<file path="src/rtl/gpu_host_controller.sv">
// Host command front-end: single/burst memory copies, heap bump allocator and
// kernel launch with cycle counting, one command in flight at a time.
module gpu_host_controller #(
  parameter int          DATA_WIDTH = 32,
  parameter int          ADDR_WIDTH = 32,
  parameter int          LEN_WIDTH  = 16,
  parameter int unsigned HEAP_BASE  = 1024,
  parameter int unsigned HEAP_END   = 4096
) (
  input  logic                  clk,
  input  logic                  rst,
  input  logic                  cmd_valid,
  output logic                  cmd_ready,
  input  logic [2:0]            cmd_op,
  input  logic [ADDR_WIDTH-1:0] cmd_addr,
  input  logic [DATA_WIDTH-1:0] cmd_arg,
  input  logic                  in_valid,
  output logic                  in_ready,
  input  logic [DATA_WIDTH-1:0] in_data,
  output logic                  rsp_valid,
  input  logic                  rsp_ready,
  output logic [DATA_WIDTH-1:0] rsp_data,
  output logic                  rsp_last,
  output logic                  rsp_err,
  output logic                  mem_req,
  output logic                  mem_we,
  output logic [ADDR_WIDTH-1:0] mem_addr,
  output logic [DATA_WIDTH-1:0] mem_wdata,
  input  logic                  mem_ack,
  input  logic [DATA_WIDTH-1:0] mem_rdata,
  output logic [ADDR_WIDTH-1:0] core_pc,
  output logic                  core_run,
  input  logic                  core_halt,
  output logic                  busy
);
  localparam int STEP = DATA_WIDTH / 8;
  // Allocator arithmetic is wide enough that neither the rounding nor the sum can wrap.
  localparam int SW   = ((ADDR_WIDTH > DATA_WIDTH) ? ADDR_WIDTH : DATA_WIDTH) + 2;

  typedef enum logic [2:0] {S_IDLE, S_MEM_REQ, S_IN_WAIT, S_RSP, S_RUN} state_t;
  typedef enum logic [2:0] {
    OP_NOP, OP_WRITE, OP_READ_BURST, OP_WRITE_BURST,
    OP_ALLOC, OP_FREE_ALL, OP_LAUNCH, OP_ILLEGAL
  } op_t;

  typedef struct packed {
    op_t                   op;
    logic [ADDR_WIDTH-1:0] addr;
    logic [LEN_WIDTH-1:0]  len;
  } cmd_t;

  state_t                state, state_nxt;
  cmd_t                  cmd;
  op_t                   op_in;
  logic [LEN_WIDTH-1:0]  arg_len, remain;
  logic [ADDR_WIDTH-1:0] heap_ptr, core_pc_q;
  logic [DATA_WIDTH-1:0] cycles, cyc_inc;
  logic [DATA_WIDTH-1:0] rsp_data_q, mem_wdata_q;
  logic                  rsp_last_q, rsp_err_q, mem_we_q;
  logic [SW-1:0]         alloc_size, alloc_end;
  logic                  alloc_ok;

  assign op_in      = op_t'(cmd_op);
  assign arg_len    = cmd_arg[LEN_WIDTH-1:0];
  assign alloc_size = (SW'(cmd_arg) + SW'(STEP - 1)) & ~SW'(STEP - 1);
  assign alloc_end  = SW'(heap_ptr) + alloc_size;
  assign alloc_ok   = alloc_end <= SW'(HEAP_END);
  assign cyc_inc    = (&cycles) ? cycles : cycles + DATA_WIDTH'(1);

  always_ff @(posedge clk or posedge rst) begin
    if (rst) state <= S_IDLE;
    else     state <= state_nxt;
  end

  always_comb begin
    state_nxt = state;
    unique case (state)
      S_IDLE: if (cmd_valid) begin
        unique case (op_in)
          OP_WRITE:       state_nxt = S_MEM_REQ;
          OP_READ_BURST:  state_nxt = (arg_len == '0) ? S_RSP : S_MEM_REQ;
          OP_WRITE_BURST: state_nxt = (arg_len == '0) ? S_RSP : S_IN_WAIT;
          OP_LAUNCH:      state_nxt = S_RUN;
          default:        state_nxt = S_RSP;
        endcase
      end
      S_MEM_REQ: if (mem_ack)
        state_nxt = (cmd.op == OP_WRITE_BURST && remain != LEN_WIDTH'(1)) ? S_IN_WAIT : S_RSP;
      S_IN_WAIT: if (in_valid)  state_nxt = S_MEM_REQ;
      // A read burst fetches its next word only once the current beat is taken.
      S_RSP: if (rsp_ready)
        state_nxt = (cmd.op == OP_READ_BURST && !rsp_last_q) ? S_MEM_REQ : S_IDLE;
      S_RUN: if (core_halt) state_nxt = S_RSP;
      default: state_nxt = S_IDLE;
    endcase
  end

  always_comb begin
    cmd_ready = 1'b0;
    in_ready  = 1'b0;
    rsp_valid = 1'b0;
    mem_req   = 1'b0;
    core_run  = 1'b0;
    unique case (state)
      S_IDLE:    cmd_ready = ~rst;
      S_MEM_REQ: mem_req   = 1'b1;
      S_IN_WAIT: in_ready  = 1'b1;
      S_RSP:     rsp_valid = 1'b1;
      S_RUN:     core_run  = 1'b1;
      default:   ;
    endcase
  end

  assign busy      = state != S_IDLE;
  assign rsp_data  = rsp_data_q;
  assign rsp_last  = rsp_last_q;
  assign rsp_err   = rsp_err_q;
  assign mem_we    = mem_we_q;
  assign mem_addr  = cmd.addr;
  assign mem_wdata = mem_wdata_q;
  assign core_pc   = core_pc_q;

  always_ff @(posedge clk or posedge rst) begin
    if (rst) begin
      cmd         <= '0;
      remain      <= '0;
      heap_ptr    <= ADDR_WIDTH'(HEAP_BASE);
      core_pc_q   <= '0;
      cycles      <= '0;
      rsp_data_q  <= '0;
      rsp_last_q  <= 1'b0;
      rsp_err_q   <= 1'b0;
      mem_we_q    <= 1'b0;
      mem_wdata_q <= '0;
    end else begin
      unique case (state)
        S_IDLE: if (cmd_valid) begin
          cmd         <= '{op: op_in, addr: cmd_addr & ~ADDR_WIDTH'(STEP - 1), len: arg_len};
          remain      <= arg_len;
          rsp_data_q  <= '0;
          rsp_last_q  <= 1'b1;
          rsp_err_q   <= 1'b0;
          mem_we_q    <= op_in == OP_WRITE;
          mem_wdata_q <= cmd_arg;
          cycles      <= '0;
          unique case (op_in)
            OP_ALLOC: begin
              if (alloc_ok) begin
                rsp_data_q <= DATA_WIDTH'(heap_ptr);
                heap_ptr   <= heap_ptr + ADDR_WIDTH'(alloc_size);
              end else begin
                rsp_err_q  <= 1'b1;
              end
            end
            OP_FREE_ALL: heap_ptr  <= ADDR_WIDTH'(HEAP_BASE);
            OP_LAUNCH:   core_pc_q <= cmd_addr;
            OP_ILLEGAL:  rsp_err_q <= 1'b1;
            default:     ;
          endcase
        end
        S_MEM_REQ: if (mem_ack) begin
          remain   <= remain - LEN_WIDTH'(1);
          cmd.addr <= cmd.addr + ADDR_WIDTH'(STEP);
          if (cmd.op == OP_READ_BURST) begin
            rsp_data_q <= mem_rdata;
            rsp_last_q <= remain == LEN_WIDTH'(1);
          end else if (cmd.op == OP_WRITE_BURST) begin
            rsp_data_q <= DATA_WIDTH'(cmd.len);
          end
        end
        S_IN_WAIT: if (in_valid) begin
          mem_wdata_q <= in_data;
          mem_we_q    <= 1'b1;
        end
        S_RUN: begin
          cycles <= cyc_inc;
          if (core_halt) rsp_data_q <= cyc_inc;
        end
        default: ;
      endcase
    end
  end
endmodule

</file>
<file path="config.mk">
export PLATFORM = sky130hd
export DESIGN_NAME = gpu_host_controller
export DESIGN_NICKNAME = d
export VERILOG_FILES = /design/src/rtl/gpu_host_controller.sv
export SDC_FILE = /design/constraint.sdc
export NUM_CORES = 1
export LEC_CHECK = 0
export ABC_AREA = 1
export ABC_CLOCK_PERIOD_IN_PS = 6900
export CORE_AREA = 2 2 168 211
export DETAILED_ROUTE_END_ITERATION = 8
export DIE_AREA = 0 0 170 213
export PLACE_DENSITY = 0.8
export SLEW_MARGIN = 10
export SYNTH_ARGS = -nofsm -noshare
export SYNTH_HDL_FRONTEND = slang
export SYNTH_SLANG_ARGS = --single-unit
</file>
<file path="constraint.sdc">
create_clock -name clk -period 6.9 [get_ports clk]
set_clock_uncertainty 0.15 [all_clocks]
set_input_delay 1.035 -clock clk [delete_from_list [all_inputs] [get_ports clk]]
set_output_delay 1.035 -clock clk [all_outputs]
set_load 0.05 [all_outputs]
</file>
Word-level counts from Yosys, hierarchy flattened
Cells that the tools add are included.
- bitwise gates (word level): 1
- eq/ne operators: 23
- $lt $le $gt $ge: 1
- add/sub/neg operators: 6
- mux-type cells: 47
- reduce and logical (&&, ||, !) cells: 21
- operator list (kind ; number):
    $mux W32 ; 13
    $pmux W32 S2 ; 4
    $pmux W32 S3 ; 1
    $mux W48 ; 1
    $add A32 B33 Y34 ; 1
    $le A34 B13 Y1 const B ; 1
    $add A32 B2 Y33 const B ; 1
    $add A32 B1 Y32 const B ; 1
    $add A32 B3 Y32 const B ; 1
    $add A32 B32 Y32 ; 1
    $mux W16 ; 2
    $pmux W16 S2 ; 1
    $reduce_and A32 Y1 ; 1
    $eq A3 B2 Y1 const B ; 6
    $eq A16 B1 Y1 const B ; 1
    $logic_not A16 Y1 ; 1
    $ne A16 B1 Y1 const B ; 1
    $sub A16 B1 Y16 const B ; 1
    $eq A3 B3 Y1 const B ; 5
    $mux W3 ; 5
    $pmux W3 S5 ; 1
    $mux W1 ; 14
    $ne A2 B2 Y1 const B ; 7
    $pmux W3 S4 ; 1
    other kinds (14) ; 27
- output and inout bits: 137
- register bits after elaboration: 233

Logic depth before layout (Yosys ltp)
- depth after elaboration: 7
- mapped depth: 32

Worst setup path before layout
OpenSTA, ideal clock, no wires.
- path type: input -> register
- start: input cmd_arg[4]
- end: register heap_ptr[11]
- data arrival time: 4.352 ns
- buffers on the path: 1
- stages on the path: 30
- setup slack: 2.281 ns
- data required time: 6.633 ns
- library setup time: 0.117 ns
- cells stage by stage: nand2_1 > nor2_2 > nand2_4 > nor2_8 > nand2_4 > nor4_4 > nand4_4 > nor2_4 > nand4_4 > nor2_1 > xor2_1 > ha_1 > nand2_1 > nor2_1 > inv_1 > nor3_1 > nand2_1 > nand2_1 > nand2_1 > nand2_1 > nand2_1 > nor2_1 > nand3_1 > nor2_1 > nand2_1 > nand2_1 > nand2_1 > buf_4 > nand2_1 > nand2_1
- word-level cells in the longest chain between the ends: 5
- ends and longest elaborated chain (element ; line ; text):
    start, declared ; 16 ; input logic [DATA_WIDTH-1:0] cmd_arg,
    $add A32 B2 Y33 * ; 65 ; assign alloc_size = (SW'(cmd_arg) + SW'(STEP - 1)) & ~SW'(STEP - 1);
    $add A32 B33 Y34 ; 66 ; assign alloc_end = SW'(heap_ptr) + alloc_size;
    $le A34 B13 Y1 ; 67 ; assign alloc_ok = alloc_end <= SW'(HEAP_END);
    $ne A2 B2 Y1 (no source line) ; n/a ;
    $reduce_and A4 Y1 (no source line) ; n/a ;
    end signal, assigned ; 127 ; heap_ptr <= ADDR_WIDTH'(HEAP_BASE);
    end signal, assigned ; 150 ; heap_ptr <= heap_ptr + ADDR_WIDTH'(alloc_size);
    end signal, assigned ; 155 ; OP_FREE_ALL: heap_ptr <= ADDR_WIDTH'(HEAP_BASE);
    end, declared ; 56 ; logic [ADDR_WIDTH-1:0] heap_ptr, core_pc_q;
Mark *: on every way between the ends. The rest lies on a longest branch, timed or not. The select of a mux whose other input is x is not followed.
A chain may end at the register's enable or synchronous reset.

Final worst setup path
- start: input cmd_arg[0]
- end: register heap_ptr[12]
Same word-level chain as after synthesis.

==> flow_metrics.env <==
export IMPL_die_y_um=213
export IMPL_yosys_top_cells_count="sky130_fd_sc_hd__nand2_1, sky130_fd_sc_hd__nor2_1, sky130_fd_sc_hd__inv_1"
export IMPL_cts_buffer_depth=3
export IMPL_die_width_um=170
export IMPL_synthArstFlopShare_pct=100
export IMPL_fin_setup_tns_ns=0
export IMPL_worst_path_largest_cell_delay_ns=0.64
export IMPL_hp_class="reg2reg"
export IMPL_netlist_area_leader_share_pct=37.4
export IMPL_tritoncts_num_buffers=25
export IMPL_finalNonFillerCells=2911
export IMPL_floorplan_io_pins=275
export IMPL_cts_resized=0
export IMPL_final_setup_viol_count=0
export IMPL_drt_pre_antenna_iters=6
export IMPL_post_route_min_period_ns=5.92
export IMPL_synth_seq_cells=229
export IMPL_cell_area_after_placement_um2=18100
export IMPL_drv_cap=0
export IMPL_routedWlPerCell_um=17.7
export IMPL_cts_hold_buffers_added=0
export IMPL_place_detailed_hpwl_um=39500
export IMPL_cts_setup_buffers=0
export IMPL_core_area_um2=34200
export IMPL_placed_cells_incl_taps=2866
export IMPL_most_instantiated_library_cell_after_synthesis="sky130_fd_sc_hd__nand2_1"
export IMPL_antenna_violations_before_repair=0
export IMPL_slew_viol_final=0
export IMPL_die_area_um2=36200
export IMPL_placement_io_buffers=272
export IMPL_effective_utilization_at_floorplan_pct=44.6
export IMPL_h_tree_depth=1
export IMPL_hold_viol_final=0
export IMPL_tritoncts="yes"
export IMPL_maximum_number_of_pins_on_one_net_before_global_route_repair=76
export IMPL_worst_slew_pin_transition_ns=1.10
export IMPL_critical_path_s_slowest_cell="sky130_fd_sc_hd__clkdlybuf4s50_1"
export IMPL_clk_transition_reported_paths_ns=0.06
export IMPL_worst_path_buf_inv=1
export IMPL_yosysSeqAreaShare_pct=37.5
export IMPL_run_status="finished clean"
export IMPL_p_r_area_growth_vs_syn_pct=24.0
export IMPL_clock_latency_ns=0.57
export IMPL_postRouteAntennaNets=0
export IMPL_post_synth_inst_count=2256
export IMPL_synthDistinctLibCells=58
export IMPL_timing_worst_setup_path_type="in2reg"
export IMPL_clockRootBuffer="sky130_fd_sc_hd__clkbuf_16"
export IMPL_synth_top_cell_by_area="sky130_fd_sc_hd__dfrtp_1"
export IMPL_worst_endpoint_required_ns=7.20
export IMPL_number_of_global_route_vias_before_repair=15600
export IMPL_finalWirelength_um=51400
export IMPL_timing_critical_path_fanout_max=16
export IMPL_cts_num_sinks=229
export IMPL_routed_via_count=15900
export IMPL_drt_iter0_drc=1622
export IMPL_timing_critical_path_from_type="input port"
export IMPL_nets=2637
export IMPL_worst_ir_drop_vdd_mv=0.358
export IMPL_post_route_cells_drive_above_1_share_pct=3.79
export IMPL_fin_crit_sh_pct=85.9
export IMPL_wire_length_of_the_first_global_routing_pass_um=81700
export IMPL_setup_crit_end_kind="register"
export IMPL_critical_path_top_delay_family="simple AND/OR/NAND/NOR gates"
export IMPL_cellLeakagePower_nw=9.07
export IMPL_hold_crit_depth=2
export IMPL_post_synth_main_area_contributors="sky130_fd_sc_hd__dfrtp_1, sky130_fd_sc_hd__nand2_1, sky130_fd_sc_hd__nor2_1, sky130_fd_sc_hd__inv_1, sky130_fd_sc_hd__o21ai_0"
export IMPL_ys_warnings_count=0
export IMPL_rows=76
export IMPL_most_frequent_cp_cell="sky130_fd_sc_hd__nand2_1"
export IMPL_crit_cells=27
export IMPL_holdWs_ns=0.324
export IMPL_route_detailed_drc=0
export IMPL_rsz0062_at_grt="no"
export IMPL_worstPathArrival_ns=6.23
export IMPL_antenna_cells_inserted=0
export IMPL_syn_mean_instance_area_um2=6.77
export IMPL_syn_std_cell_area_um2=15300
export IMPL_timing_slew_headroom_pct=26.1
export IMPL_maxClockFrequency_mhz=169
export IMPL_synth_edff_count=0
export IMPL_grt_overflow=0
export IMPL_postLayoutCoreUtil_pct=55.3
export IMPL_groute_usage_overall_pct=28.4
export IMPL_post_drt_via_cell_ratio=5.45
export IMPL_cell_pwr_density_nw_per_um2=489
export IMPL_ff2ff_path_depth=21
export IMPL_finish_instance_area_um2=18900
export IMPL_place_gp_congestion=1.01
export IMPL_post_synth_top_flop="sky130_fd_sc_hd__dfrtp_1"
==> routing by layer <==
layer	part of all wire [%]	track usage [%]	wire length (µm)
met1	40	35.4	20700
met4	4.2	11.1	2170
met5	0	0	0
met3	7.9	4.32	4060
met2	48	49.6	24500
==> sequential cells by signal (all words and copies together), names as in the netlist <==
signal / count
mem_we: 1
mem_wdata: 32
remain: 16
heap_ptr: 30
rsp_last: 1
rsp_err: 1
cmd: 19
state: 3
core_pc: 32
rsp_data: 32
cycles: 32
mem_addr: 30
==> layout by cell type, fill, tap and decap left out, types with 12 or more instances in the layout <==
cell,count
sky130_fd_sc_hd__clkdlybuf4s50_1,272
sky130_fd_sc_hd__nand3b_1,12
sky130_fd_sc_hd__clkbuf_16,25
sky130_fd_sc_hd__a21oi_1,119
sky130_fd_sc_hd__nand4_1,36
sky130_fd_sc_hd__nand3_1,101
sky130_fd_sc_hd__inv_1,285
sky130_fd_sc_hd__buf_4,17
sky130_fd_sc_hd__nor2_1,295
sky130_fd_sc_hd__nor4_1,18
sky130_fd_sc_hd__nand2_1,650
sky130_fd_sc_hd__ha_1,34
sky130_fd_sc_hd__xnor2_1,12
sky130_fd_sc_hd__dfrtp_1,228
sky130_fd_sc_hd__o21ai_0,131
sky130_fd_sc_hd__a31oi_1,62
sky130_fd_sc_hd__xor2_1,39
sky130_fd_sc_hd__nor3_1,31
==> report_power, final <==
part,internal (mW),switching [mW]
clock network,0.719,0.610
registers,1.94,0.498
logic,1.74,3.75
total,4.39,4.86
==> final timing paths <==
kind / start / to / slack [ns]
hold reg to reg: core_pc[25] / core_pc[25] / 0.32
max in group asynchronous: rst / core_pc[3] / 4.37
setup / recovery: cmd_arg[0] / heap_ptr[12] / 0.98
min in group asynchronous: rst / mem_addr[15] / 0.81
hold / removal: core_pc[25] / core_pc[25] / 0.32
setup reg to reg: heap_ptr[2] / heap_ptr[12] / 3.05
==> kinds of logic (layout without fill, tap and decap cells) <==
kind of cell,after synthesis,after routing,synth area share (%)
other cells,1,2,0.0246
mux,1,1,0.0738
fa+ha+maj,35,35,2.92
compound gates,364,364,13.5
simple gates,1174,1174,32.2
xor+xnor,51,51,2.93
buf+inv,401,626,10.9
flops,229,229,37.5
==> worst register-to-register path, delay by kind of cell (launching register included) <==
family                     cells  cell delay, ns
buffers and inverters          2            0.19
adders and majority gates      2            0.66
and+or+nand+nor               16            2.21
DFF                            1            0.41
AOI/OAI and AO/OA              1            0.12
==> metrics by stage <==
stage	power, mW	setup slack, ns
after CTS	9.24	1.03
after detailed placement	7.89	0.456
final	9.25	0.975
after global placement	7.80	0.636
after floorplan	6.19	2.28
after global routing	9.86	0.401
==> final cells by class <==
type                       count  area, µm²
fill                        3324      15300
multi-input combinational   1627       7910
sequential                   229       5730
timing repair buffer         289       2850
inverter                     292       1100
clock buffer                  31        688
tap                          429        537
clock inverter                14        109
Power figures use the tool's default switching activity.
